File: config.mk
export PLATFORM = sky130hd
export DESIGN_NAME = tsv_link_arbiter
export DESIGN_NICKNAME = d
export VERILOG_FILES = /design/src/rtl/tsv_link_arbiter.sv
export SDC_FILE = /design/constraint.sdc
export NUM_CORES = 1
export LEC_CHECK = 0
export CAP_MARGIN = 10
export CORE_AREA = 2 2 76 78
export DETAILED_ROUTE_END_ITERATION = 10
export DIE_AREA = 0 0 78 80
export HOLD_SLACK_MARGIN = 0.08
export PLACE_DENSITY = 0.9
export SETUP_SLACK_MARGIN = 0.05
export SYNTH_ARGS = -nofsm -noshare
export SYNTH_HDL_FRONTEND = slang
export SYNTH_SLANG_ARGS = --single-unit
File: constraint.sdc
create_clock -name clock -period 3.55 [get_ports clock]
set_input_delay 0.5325 -clock clock [delete_from_list [all_inputs] [get_ports clock]]
set_output_delay 0.5325 -clock clock [all_outputs]
set_load 0.005 [all_outputs]
File: src/rtl/tsv_link_arbiter.sv
// Weighted round-robin arbiter that shares one CAC-encoded TSV link among NREQ requesters.
// The winning word is registered into the encoder input; a source tag follows it down the encoder pipe.
module tsv_link_arbiter #(
  parameter int unsigned NREQ    = 4,
  parameter int unsigned DW      = 20,
  parameter int unsigned BURST   = 4,
  parameter int unsigned ENC_LAT = 1,
  localparam int unsigned SW     = $clog2(NREQ)
) (
  input  logic               clock,
  input  logic               rst_n,
  input  logic [NREQ-1:0]    req_valid,
  input  logic [NREQ*DW-1:0] req_data,
  output logic [NREQ-1:0]    req_ready,
  input  logic               link_ready,
  output logic [DW-1:0]      enc_data,
  output logic               enc_valid,
  output logic               out_valid,
  output logic [SW-1:0]      out_src
);

  localparam int unsigned BW = $clog2(BURST + 1);

  typedef enum logic [0:0] {StIdle, StOwn} state_e;

  state_e             state_q;
  logic [SW-1:0]      owner_q;
  logic [SW-1:0]      rr_q;
  logic [BW-1:0]      burst_q;
  logic [DW-1:0]      enc_data_q;
  logic               enc_valid_q;
  logic [ENC_LAT-1:0] vld_pipe_q;
  logic [SW-1:0]      src_pipe_q [ENC_LAT];

  logic [DW-1:0]      req_words [NREQ];
  logic               win_vld;
  logic [SW-1:0]      win;
  logic [SW-1:0]      scan_start;
  logic               keep_owner;
  int unsigned        idx;

  for (genvar g = 0; g < NREQ; g++) begin : g_words
    assign req_words[g] = req_data[g*DW +: DW];
  end

  // Increment modulo NREQ, which need not be a power of two.
  function automatic logic [SW-1:0] wrap_inc(input logic [SW-1:0] v);
    if (32'(v) == NREQ - 1) return '0;
    return v + SW'(1);
  endfunction

  always_comb begin
    win_vld    = 1'b0;
    win        = '0;
    idx        = 0;
    keep_owner = (state_q == StOwn) && req_valid[owner_q] && (burst_q < BW'(BURST));
    scan_start = (state_q == StOwn) ? wrap_inc(owner_q) : rr_q;
    if (rst_n && link_ready) begin
      if (keep_owner) begin
        win_vld = 1'b1;
        win     = owner_q;
      end else begin
        // Scan ends on the owner itself, so a lone requester is re-granted without a bubble.
        for (int unsigned k = 0; k < NREQ; k++) begin
          idx = (32'(scan_start) + k) % NREQ;
          if (!win_vld && req_valid[SW'(idx)]) begin
            win_vld = 1'b1;
            win     = SW'(idx);
          end
        end
      end
    end
    req_ready = '0;
    if (win_vld) req_ready[win] = 1'b1;
  end

  always_ff @(posedge clock or negedge rst_n) begin
    if (!rst_n) begin
      state_q     <= StIdle;
      owner_q     <= '0;
      rr_q        <= '0;
      burst_q     <= '0;
      enc_data_q  <= '0;
      enc_valid_q <= 1'b0;
      vld_pipe_q  <= '0;
      for (int i = 0; i < ENC_LAT; i++) src_pipe_q[i] <= '0;
    end else begin
      if (win_vld) begin
        enc_data_q  <= req_words[win];
        enc_valid_q <= 1'b1;
        owner_q     <= win;
        state_q     <= StOwn;
        burst_q     <= (win == owner_q && state_q == StOwn && burst_q < BW'(BURST)) ?
                       burst_q + BW'(1) : BW'(1);
      end else begin
        // enc_data holds so the TSV bundle stays quiet while idle.
        enc_valid_q <= 1'b0;
        if (link_ready && !(|req_valid) && state_q == StOwn) begin
          state_q <= StIdle;
          rr_q    <= wrap_inc(owner_q);
          burst_q <= '0;
        end
      end
      vld_pipe_q[0] <= enc_valid_q;
      src_pipe_q[0] <= owner_q;
      for (int i = 1; i < ENC_LAT; i++) begin
        vld_pipe_q[i] <= vld_pipe_q[i-1];
        src_pipe_q[i] <= src_pipe_q[i-1];
      end
    end
  end

  assign enc_data  = enc_data_q;
  assign enc_valid = enc_valid_q;
  assign out_valid = vld_pipe_q[ENC_LAT-1];
  assign out_src   = src_pipe_q[ENC_LAT-1];

endmodule

==> impl_metrics.json, run 1 <==
{
  "status": "complete, no violations",
  "via_per_inst": 5.67,
  "via_count": 2342,
  "fin_cells": 413,
  "core-area_um2": 5410,
  "grt_max_degree": 34,
  "p_sw_uw": 838,
  "finalSetupViolCount": 0,
  "seq_area_frac_synth": 0.386,
  "area_growth_pct": 69.6,
  "mostFrequentLayoutCell": "clkdlybuf4s50_1",
  "power.internal_mw": 1.44,
  "cp.arrival_ns": 2.86,
  "diodes": 0,
  "final_area_um2": 3520,
  "wl_per_cell_um": 17.6,
  "die_h_um": 80,
  "portBuffers": 114,
  "htree_num_levels": 2,
  "overflow": 0,
  "cp_slowest_stage_delay_ns": 0.47,
  "max_freq_mhz": 295,
  "fin_tns_setup_ns": 0,
  "ys_types": 41,
  "p_sw_frac": 0.367,
  "cp-end-kind": "output pin",
  "r2r_cells": 8,
  "fin_nets": 429,
  "cts-root-buf": "clkbuf_8",
  "dieWidth_um": 78,
  "regArea_um2": 801,
  "pwr_density_cell_nw_per_um2": 648,
  "synth.ff_latch_count": 32,
  "first_pass_iters": 4,
  "nFillCells": 444,
  "num_rows": 27,
  "syn_avg_cell_area_um2": 9.62,
  "ys.flop_type": "dfrtp_1",
  "drc": 0,
  "synthCells": 216,
  "io_pins": 115,
  "leakagePower_nw": 1.46,
  "die_area_um2": 6240,
  "antenna_found_initial": 0,
  "insertion_delay_ns": 0.29,
  "cts_sinks": 32,
  "ys_async_sr_fraction": 1.00,
  "cts_tree": "done",
  "final_cell_mix": "111 x clkdlybuf4s50_1, 41 x nand2_1, 32 x dfrtp_1",
  "tightestPinTransition_ns": 0.590,
  "ys_warn_count": 0,
  "dpl.hpwl_um": 5360,
  "path_class": "reg -> out",
  "path_clk_slew_ns": 0.07,
  "crit_slowest_cell": "clkdlybuf4s50_1",
  "clock_path_buffers": 2,
  "finalHoldViolCount": 0,
  "seqPwrFrac": 0.259,
  "ctsHoldBuffers": 0,
  "multi_input_area_um2": 1220,
  "wl_um": 7290,
  "first_iter_violations": 235,
  "r2r_end": "enc_data[15]",
  "rsz0062_at_grt": "false",
  "drv_slew": 0,
  "syn_area_um2": 2080,
  "cp_cell_sequence": "ha_1, or3b_4, a21o_1, a211o_1, a221o_1, nand2_1, nor2_1, clkdlybuf4s50_1",
  "period_needed_ns": 3.39,
  "maxCapViolations": 0,
  "gp_congestion": 0.926,
  "ys_top_cells_by_area": "dfrtp_1 39%, mux2i_1 13%, nand2_1 7.4%, o221ai_1 5.5%, a211oi_1 2.9%",
  "dpl-instance-area_um2": 3350,
  "hold_path_class": "in -> async",
  "dp_cells": 403,
  "antenna_left": 0,
  "pwr-share-clk": 0.172,
  "irDropWorstVdd_mv": 0.333,
  "fin_crit_sh": 0.955,
  "utilization": 0.652,
  "drive_gt1_frac": 0.126,
  "grt_use_total": 0.228,
  "grt_pass1_wl_um": 11300,
  "pwr-share-comb": 0.569,
  "numCtsBuffers": 5,
  "synth_enable_flop_cells": 0,
  "r2r_slack_ns": 0.79,
  "path_max_fanout": 5,
  "total_power_mw": 2.28,
  "syn_nets": 305,
  "worstPathRequired_ns": 3.02,
  "start_util": 0.384,
  "fin_skew_ns": 0.00785,
  "netlist.area_leader.share": 0.386,
  "grt_pass1_vias": 2372,
  "start_kind": "register",
  "timing.rr.start": "owner_q[0]",
  "yosys.area.top_type": "dfrtp_1",
  "relSlewSlack": 0.607
}
[area by class of cell]
type,instances,share of cell area
clock buffer,7,0.0274
timing repair buffer,131,0.361
tap,72,0.0256
clock inverter,1,0.00853
multi-input combinational,168,0.348
inverter,2,0.00213
sequential,32,0.227
[per-stage QoR]
stage	hold WS [ns]	setup WS, ns
2_1_floorplan	0.237	0.750
3_3_place_gp	0.358	0.223
3_5_place_dp	0.370	0.115
4_1_cts	0.117	0.0543
5_1_grt	0.117	0.00798
6_report	0.109	0.161
[critical path: cells and delay by family, from the launching register on]
family	cells	cell delay, ns
AO/OA/AOI/OAI	3	0.86
adder cells (fa/ha/maj)	1	0.21
AND/OR/NAND/NOR	3	0.65
flip-flops	1	0.39
buffers and inverters	1	0.47
[sequential cells by signal (all words and copies together) (netlist names)]
signal / count
enc_data: 20
burst_q: 3
out_src: 2
owner_q: 2
rr_q: 2
enc_valid: 1
out_valid: 1
state_q: 1
[synth_stat cells, types with 4 or more instances]
cell type	instances
buf_2	4
a211oi_1	8
a311oi_2	4
o21ai_0	4
nor2_1	7
dfrtp_1	32
and3_1	7
o31ai_1	8
nand2_1	41
a21oi_1	8
mux2i_1	28
o221ai_1	13
clkbuf_1	8
nand3_1	4
[worst max path at each step]
stage	startpoint	endpoint	slack, ns	cells after the start
after floorplan	owner_q[1]	req_ready[0]	0.75	8
after global routing	owner_q[0]	req_ready[1]	0.008	7
after detailed placement	req_valid[1]	req_ready[1]	0.11	8
final	owner_q[0]	req_ready[0]	0.16	8
after CTS	owner_q[0]	req_ready[3]	0.05	8
after global placement	req_valid[1]	req_ready[1]	0.22	8
[kinds of logic (layout without fill, tap and decap cells)]
| family | Yosys count | count (layout) | share of synthesized area |
|---|---|---|---|
| compound gates | 63 | 63 | 0.251 |
| fa+ha+maj | 2 | 2 | 0.0120 |
| buf+inv | 16 | 141 | 0.0349 |
| flops | 32 | 32 | 0.386 |
| mux | 31 | 31 | 0.151 |
| simple gates | 72 | 72 | 0.165 |
[power by group through the flow]
stage               Clock [mW]  Combinational [mW]  Sequential (mW)
finish                   0.392                1.30            0.591
global placement             0                1.20            0.589
CTS                      0.395                1.24            0.590
global route             0.413                1.40            0.611
floorplan                    0               0.658            0.597
detailed placement           0                1.24            0.593
[per-layer routing]
| metal | wire, um | global-route usage |
|---|---|---|
| met1 | 2790 | 0.269 |
| met2 | 3780 | 0.402 |
| met3 | 518 | 0.0520 |
| met4 | 192 | 0.0912 |
| met5 | 0 | 0 |
[repair_timing]
item,in CTS,in global routing
pin swaps,1,2
resized for setup,0,8
setup endpoints to repair,2,4
gates cloned,0,0
setup buffers,0,2
Power figures use the tool's default switching activity.
==> inputs of run 2 (changes only) <==
CORE_AREA = 2 2 87 89   (was 2 2 76 78)
DIE_AREA = 0 0 89 91   (was 0 0 78 80)
PLACE_DENSITY = 0.73   (was 0.9)
==> run 2 against run 1 <==
  * Via count down 5.0%
  * Critical endpoint is now req_ready[2]
  * First-iteration DRC count decreased by 73%
  * Maximum frequency shrank 0.57%
  * Clock-buffer cell count did not move
  * Cell count grew 6.5%
  * Power decreased by 2.2%
  * Register-to-register slack hardly changed
  * Routed wire length shrank 2.6%
  * Core utilization is 16 points lower
  * Global-route usage down 5.1 points
  * Design area rose by 0.43%
  * Highest routed layer unchanged
  * Combinational power is 3% lower
==> impl_metrics.json, run 2 (same netlist as run 1, synthesis figures left out) <==
{
  "portBuffers": 114,
  "wl_per_cell_um": 16.1,
  "leakagePower_nw": 1.44,
  "cp_slowest_stage_delay_ns": 0.50,
  "status": "complete, no violations",
  "first_pass_iters": 4,
  "insertion_delay_ns": 0.28,
  "diodes": 0,
  "clock_path_buffers": 2,
  "drc": 0,
  "fin_skew_ns": 0.00516,
  "dpl-instance-area_um2": 3390,
  "drv_slew": 0,
  "total_power_mw": 2.23,
  "mostFrequentLayoutCell": "clkdlybuf4s50_1",
  "htree_num_levels": 2,
  "grt_pass1_wl_um": 11300,
  "die_h_um": 91,
  "r2r_slack_ns": 0.79,
  "final_cell_mix": "112 x clkdlybuf4s50_1, 40 x nand2_1, 32 x dfrtp_1",
  "numCtsBuffers": 5,
  "rsz0062_at_grt": "true",
  "cts_tree": "done",
  "core-area_um2": 7140,
  "r2r_end": "enc_data[8]",
  "grt_pass1_vias": 2298,
  "highest-signal-layer": "met4",
  "fin_crit_sh": 0.960,
  "final_area_um2": 3540,
  "dpl.hpwl_um": 5360,
  "cp.arrival_ns": 2.88,
  "cp-end-kind": "output pin",
  "fin_nets": 429,
  "antenna_found_initial": 0,
  "via_per_inst": 5.06,
  "grt_max_degree": 34,
  "start_util": 0.291,
  "fin_tns_setup_ns": 0,
  "drive_gt1_frac": 0.123,
  "largest_reg_flops": 20,
  "cp_cell_sequence": "ha_1, or3b_4, a21o_1, a211o_1, a221o_1, nor2_1, clkdlybuf4s50_1",
  "worstPathRequired_ns": 3.02,
  "wl_met3_um": 482,
  "r2r_cells": 8,
  "finalHoldViolCount": 0,
  "path_max_fanout": 5,
  "area_growth_pct": 70.3,
  "pwr_density_cell_nw_per_um2": 631,
  "tightestPinTransition_ns": 0.598,
  "die_area_um2": 8100,
  "wl_met1_um": 2930,
  "ctsHoldBuffers": 0,
  "hold_path_class": "in -> async",
  "grt_use_total": 0.177,
  "relSlewSlack": 0.602,
  "start_kind": "register",
  "finalSetupViolCount": 0,
  "wl_met2_um": 3610,
  "cts_sinks": 32,
  "antenna_left": 0,
  "via_count": 2226,
  "max_freq_mhz": 293,
  "dieWidth_um": 89,
  "irDropWorstVdd_mv": 0.284,
  "timing.rr.start": "owner_q[0]",
  "period_needed_ns": 3.41,
  "overflow": 0,
  "cts-root-buf": "clkbuf_8",
  "maxCapViolations": 0,
  "path_class": "reg -> out",
  "crit_slowest_cell": "clkdlybuf4s50_1",
  "io_pins": 115,
  "path_clk_slew_ns": 0.07,
  "gp_congestion": 0.862,
  "first_iter_violations": 64,
  "num_rows": 31,
  "wl_um": 7100
}
-- run 2: metal layers --
layer,global-route usage,up-vias
li1,-,1076
met1,0.215,1059
met2,0.307,81
met3,0.0464,10
met4,0.0435,0
met5,0,-
-- run 2: repair_timing --
action / CTS / global route
setup buffers: 0 / 1
setup endpoints to repair: 1 / 3
gates resized for setup: 0 / 4
pin swaps: 1 / 2
-- run 2: how the worst max path moves through the flow --
| stage | depth (start not counted) | endpoint | slack [ns] | from |
|---|---|---|---|---|
| finish | 7 | req_ready[2] | 0.14 | owner_q[0] |
| global route | 7 | req_ready[2] | 0.05 | owner_q[0] |
| CTS | 7 | req_ready[3] | 0.08 | owner_q[0] |
| detailed placement | 8 | req_ready[0] | 0.21 | req_valid[0] |
| global placement | 7 | req_ready[3] | 0.25 | req_valid[1] |
| floorplan | 8 | req_ready[0] | 0.75 | owner_q[1] |
-- run 2: critical path, delay by kind of cell (launching register included) --
| kind | cells | cell delay (ns) |
|---|---|---|
| simple gates | 2 | 0.54 |
| flops | 1 | 0.38 |
| compound gates | 3 | 0.95 |
| buf+inv | 1 | 0.50 |
| fa+ha+maj | 1 | 0.21 |
-- run 2: power by group --
group | leakage (nW) | internal (mW) | switching, mW
Sequential | 0.390 | 0.508 | 0.0825
Clock | 0.0645 | 0.248 | 0.137
Combinational | 0.985 | 0.667 | 0.590
-- run 2: area by class of cell --
class                           instances  area [um^2]
Fill cell                             724         3600
Tap cell                               99          124
Inverter                                2         7.51
Sequential cell                        32          801
Timing Repair Buffer                  131         1270
Clock inverter                          1         30.0
Clock buffer                            7         96.3
Multi-Input combinational cell        168         1210
-- run 2: through the flow --
| step | hold WS (ns) | setup WS (ns) | std cells | utilization |
|---|---|---|---|---|
| after floorplan | 0.237 | 0.750 | 216 | - |
| after global placement | 0.361 | 0.255 | 431 | 0.475 |
| after detailed placement | 0.372 | 0.207 | 431 | 0.475 |
| after CTS | 0.142 | 0.0760 | 439 | 0.493 |
| after global routing | 0.142 | 0.0500 | 440 | 0.496 |
| final | 0.141 | 0.141 | 440 | 0.496 |
==> inputs of run 3 (changes only) <==
SETUP_SLACK_MARGIN = unset   (was 0.05)
==> run 3 against run 2 <==
  * Clock-buffer cell count did not move
  * Power hardly changed
  * First-iteration DRC count increased by 13%
  * Critical path depth unchanged
  * Design area shrank 0.35%
  * Routed wire length up 0.11%
  * Die area unchanged
  * Core utilization is 0.18 points lower
  * Cell count shrank 0.23%
  * Clock skew decreased by 0.00079 ns
  * Highest routed layer unchanged
==> impl_metrics.json, run 3 (same netlist as run 1, synthesis figures left out) <==
{
  "fin_ws_ns": 0.125,
  "path_class": "reg -> out",
  "postCtsSetupBuffers": 0,
  "core-area_um2": 7140,
  "leakagePower_nw": 1.42,
  "antenna_found_initial": 0,
  "crit_family": "compound AO/OA/AOI/OAI gates",
  "fin_crit_sh": 0.965,
  "r2r_slack_ns": 0.79,
  "cts_sinks": 32,
  "cp_slowest_stage_delay_ns": 0.52,
  "wl_um": 7110,
  "via_count": 2233,
  "drive_gt1_frac": 0.118,
  "grt_busiest_layer": "met2",
  "fin_nets": 428,
  "cp-end-kind": "output pin",
  "pre_cts_ws_ns": 0.207,
  "gp_congestion": 0.862,
  "cts_tree": "done",
  "finalSetupViolCount": 0,
  "fin_skew_ns": 0.00437,
  "dp_cells": 431,
  "r2r_end": "enc_data[8]",
  "path_clk_slew_ns": 0.07,
  "largest_reg_flops": 20,
  "cts-root-buf": "clkbuf_8",
  "met2_usage": 0.307,
  "status": "complete, no violations",
  "portBuffers": 114,
  "numCtsBuffers": 5,
  "area_growth_pct": 69.7,
  "die_h_um": 91,
  "fin_tns_setup_ns": 0,
  "first_pass_iters": 4,
  "wl_per_cell_um": 16.2,
  "drv_slew": 0,
  "die_area_um2": 8100,
  "grtUsageMet3": 0.0464,
  "num_rows": 31,
  "insertion_delay_ns": 0.28,
  "dieWidth_um": 89,
  "period_needed_ns": 3.43,
  "fin_cells": 439,
  "first_iter_violations": 72,
  "max_freq_mhz": 292,
  "clock_path_buffers": 2,
  "finalHoldViolCount": 0,
  "holdWs_ns": 0.139,
  "irDropWorstVdd_mv": 0.285,
  "grt_max_degree": 34,
  "path_max_fanout": 5,
  "maxCapViolations": 0,
  "crit_slowest_cell": "clkdlybuf4s50_1",
  "tightestPinTransition_ns": 0.596,
  "relSlewSlack": 0.603,
  "cp.arrival_ns": 2.89,
  "rsz0062_at_grt": "false",
  "antenna_left": 0,
  "total_power_mw": 2.23,
  "start_util": 0.291,
  "io_pins": 115,
  "grt_pass1_wl_um": 11300,
  "mostFrequentLayoutCell": "clkdlybuf4s50_1",
  "dpl.hpwl_um": 5360,
  "worstPathRequired_ns": 3.02,
  "grt_use_total": 0.177,
  "diodes": 0,
  "via_per_inst": 5.09,
  "overflow": 0,
  "start_kind": "register",
  "htree_num_levels": 2,
  "grt_pass1_vias": 2298,
  "r2r_cells": 8,
  "final_cell_mix": "113 x clkdlybuf4s50_1, 41 x nand2_1, 32 x dfrtp_1",
  "drc": 0,
  "met1_usage": 0.215,
  "cp_cell_sequence": "ha_1, or3b_4, a21o_1, a211o_1, a221o_1, nor2_2, clkdlybuf4s50_1",
  "hold_path_class": "in -> async",
  "ctsHoldBuffers": 0,
  "timing.rr.start": "owner_q[0]",
  "pwr_density_cell_nw_per_um2": 633,
  "crit_buf_inv": 1
}
==> run 3: cell type report <==
class / instances / area (um^2)
clock buffer: 7 / 96.3
clock inverter: 1 / 30.0
fill: 725 / 3610
inverter: 2 / 7.51
multi-input combinational: 168 / 1210
sequential: 32 / 801
tap: 99 / 124
timing repair buffer: 130 / 1260
==> run 3: routing by layer <==
metal  share of wire  vias to the layer above
met2            0.51                       83
met5               0                        -
met3           0.067                        9
met1            0.42                     1068
met4           0.010                        0
li1                -                     1073
==> run 3: worst max path at each step <==
stage | startpoint | endpoint | slack, ns | depth (start not counted)
6_report | owner_q[0] | req_ready[3] | 0.12 | 7
5_1_grt | owner_q[0] | req_ready[3] | 0.005 | 7
4_1_cts | owner_q[0] | req_ready[3] | 0.05 | 7
3_5_place_dp | req_valid[0] | req_ready[0] | 0.21 | 8
3_3_place_gp | req_valid[1] | req_ready[3] | 0.25 | 7
2_1_floorplan | owner_q[1] | req_ready[0] | 0.75 | 8
==> run 3: worst reg2reg max path, delay by kind of cell, from the launching register on <==
family,cells,cell delay (ns)
multiplexers,2,0.76
flip-flops,1,0.38
adder cells (fa/ha/maj),1,0.32
AO/OA/AOI/OAI,3,0.74
AND/OR/NAND/NOR,1,0.20
buffers and inverters,1,0.24
==> run 3: where the power goes <==
part           switching [mW]  internal [mW]
clock                   0.138          0.248
combinational           0.590          0.664
sequential             0.0826          0.508
==> run 3: per-stage QoR <==
stage	util	cell area [um^2]
4_1_cts	0.493	3520
3_5_place_dp	0.475	3390
6_report	0.494	3520
2_1_floorplan	-	2080
3_3_place_gp	0.475	3390
5_1_grt	0.494	3520
==> run 3: timing repair <==
action                                  CTS  global route
endpoints found under the hold margin     0             0
endpoints found under the setup margin    0             2
gates resized for setup                   0             2
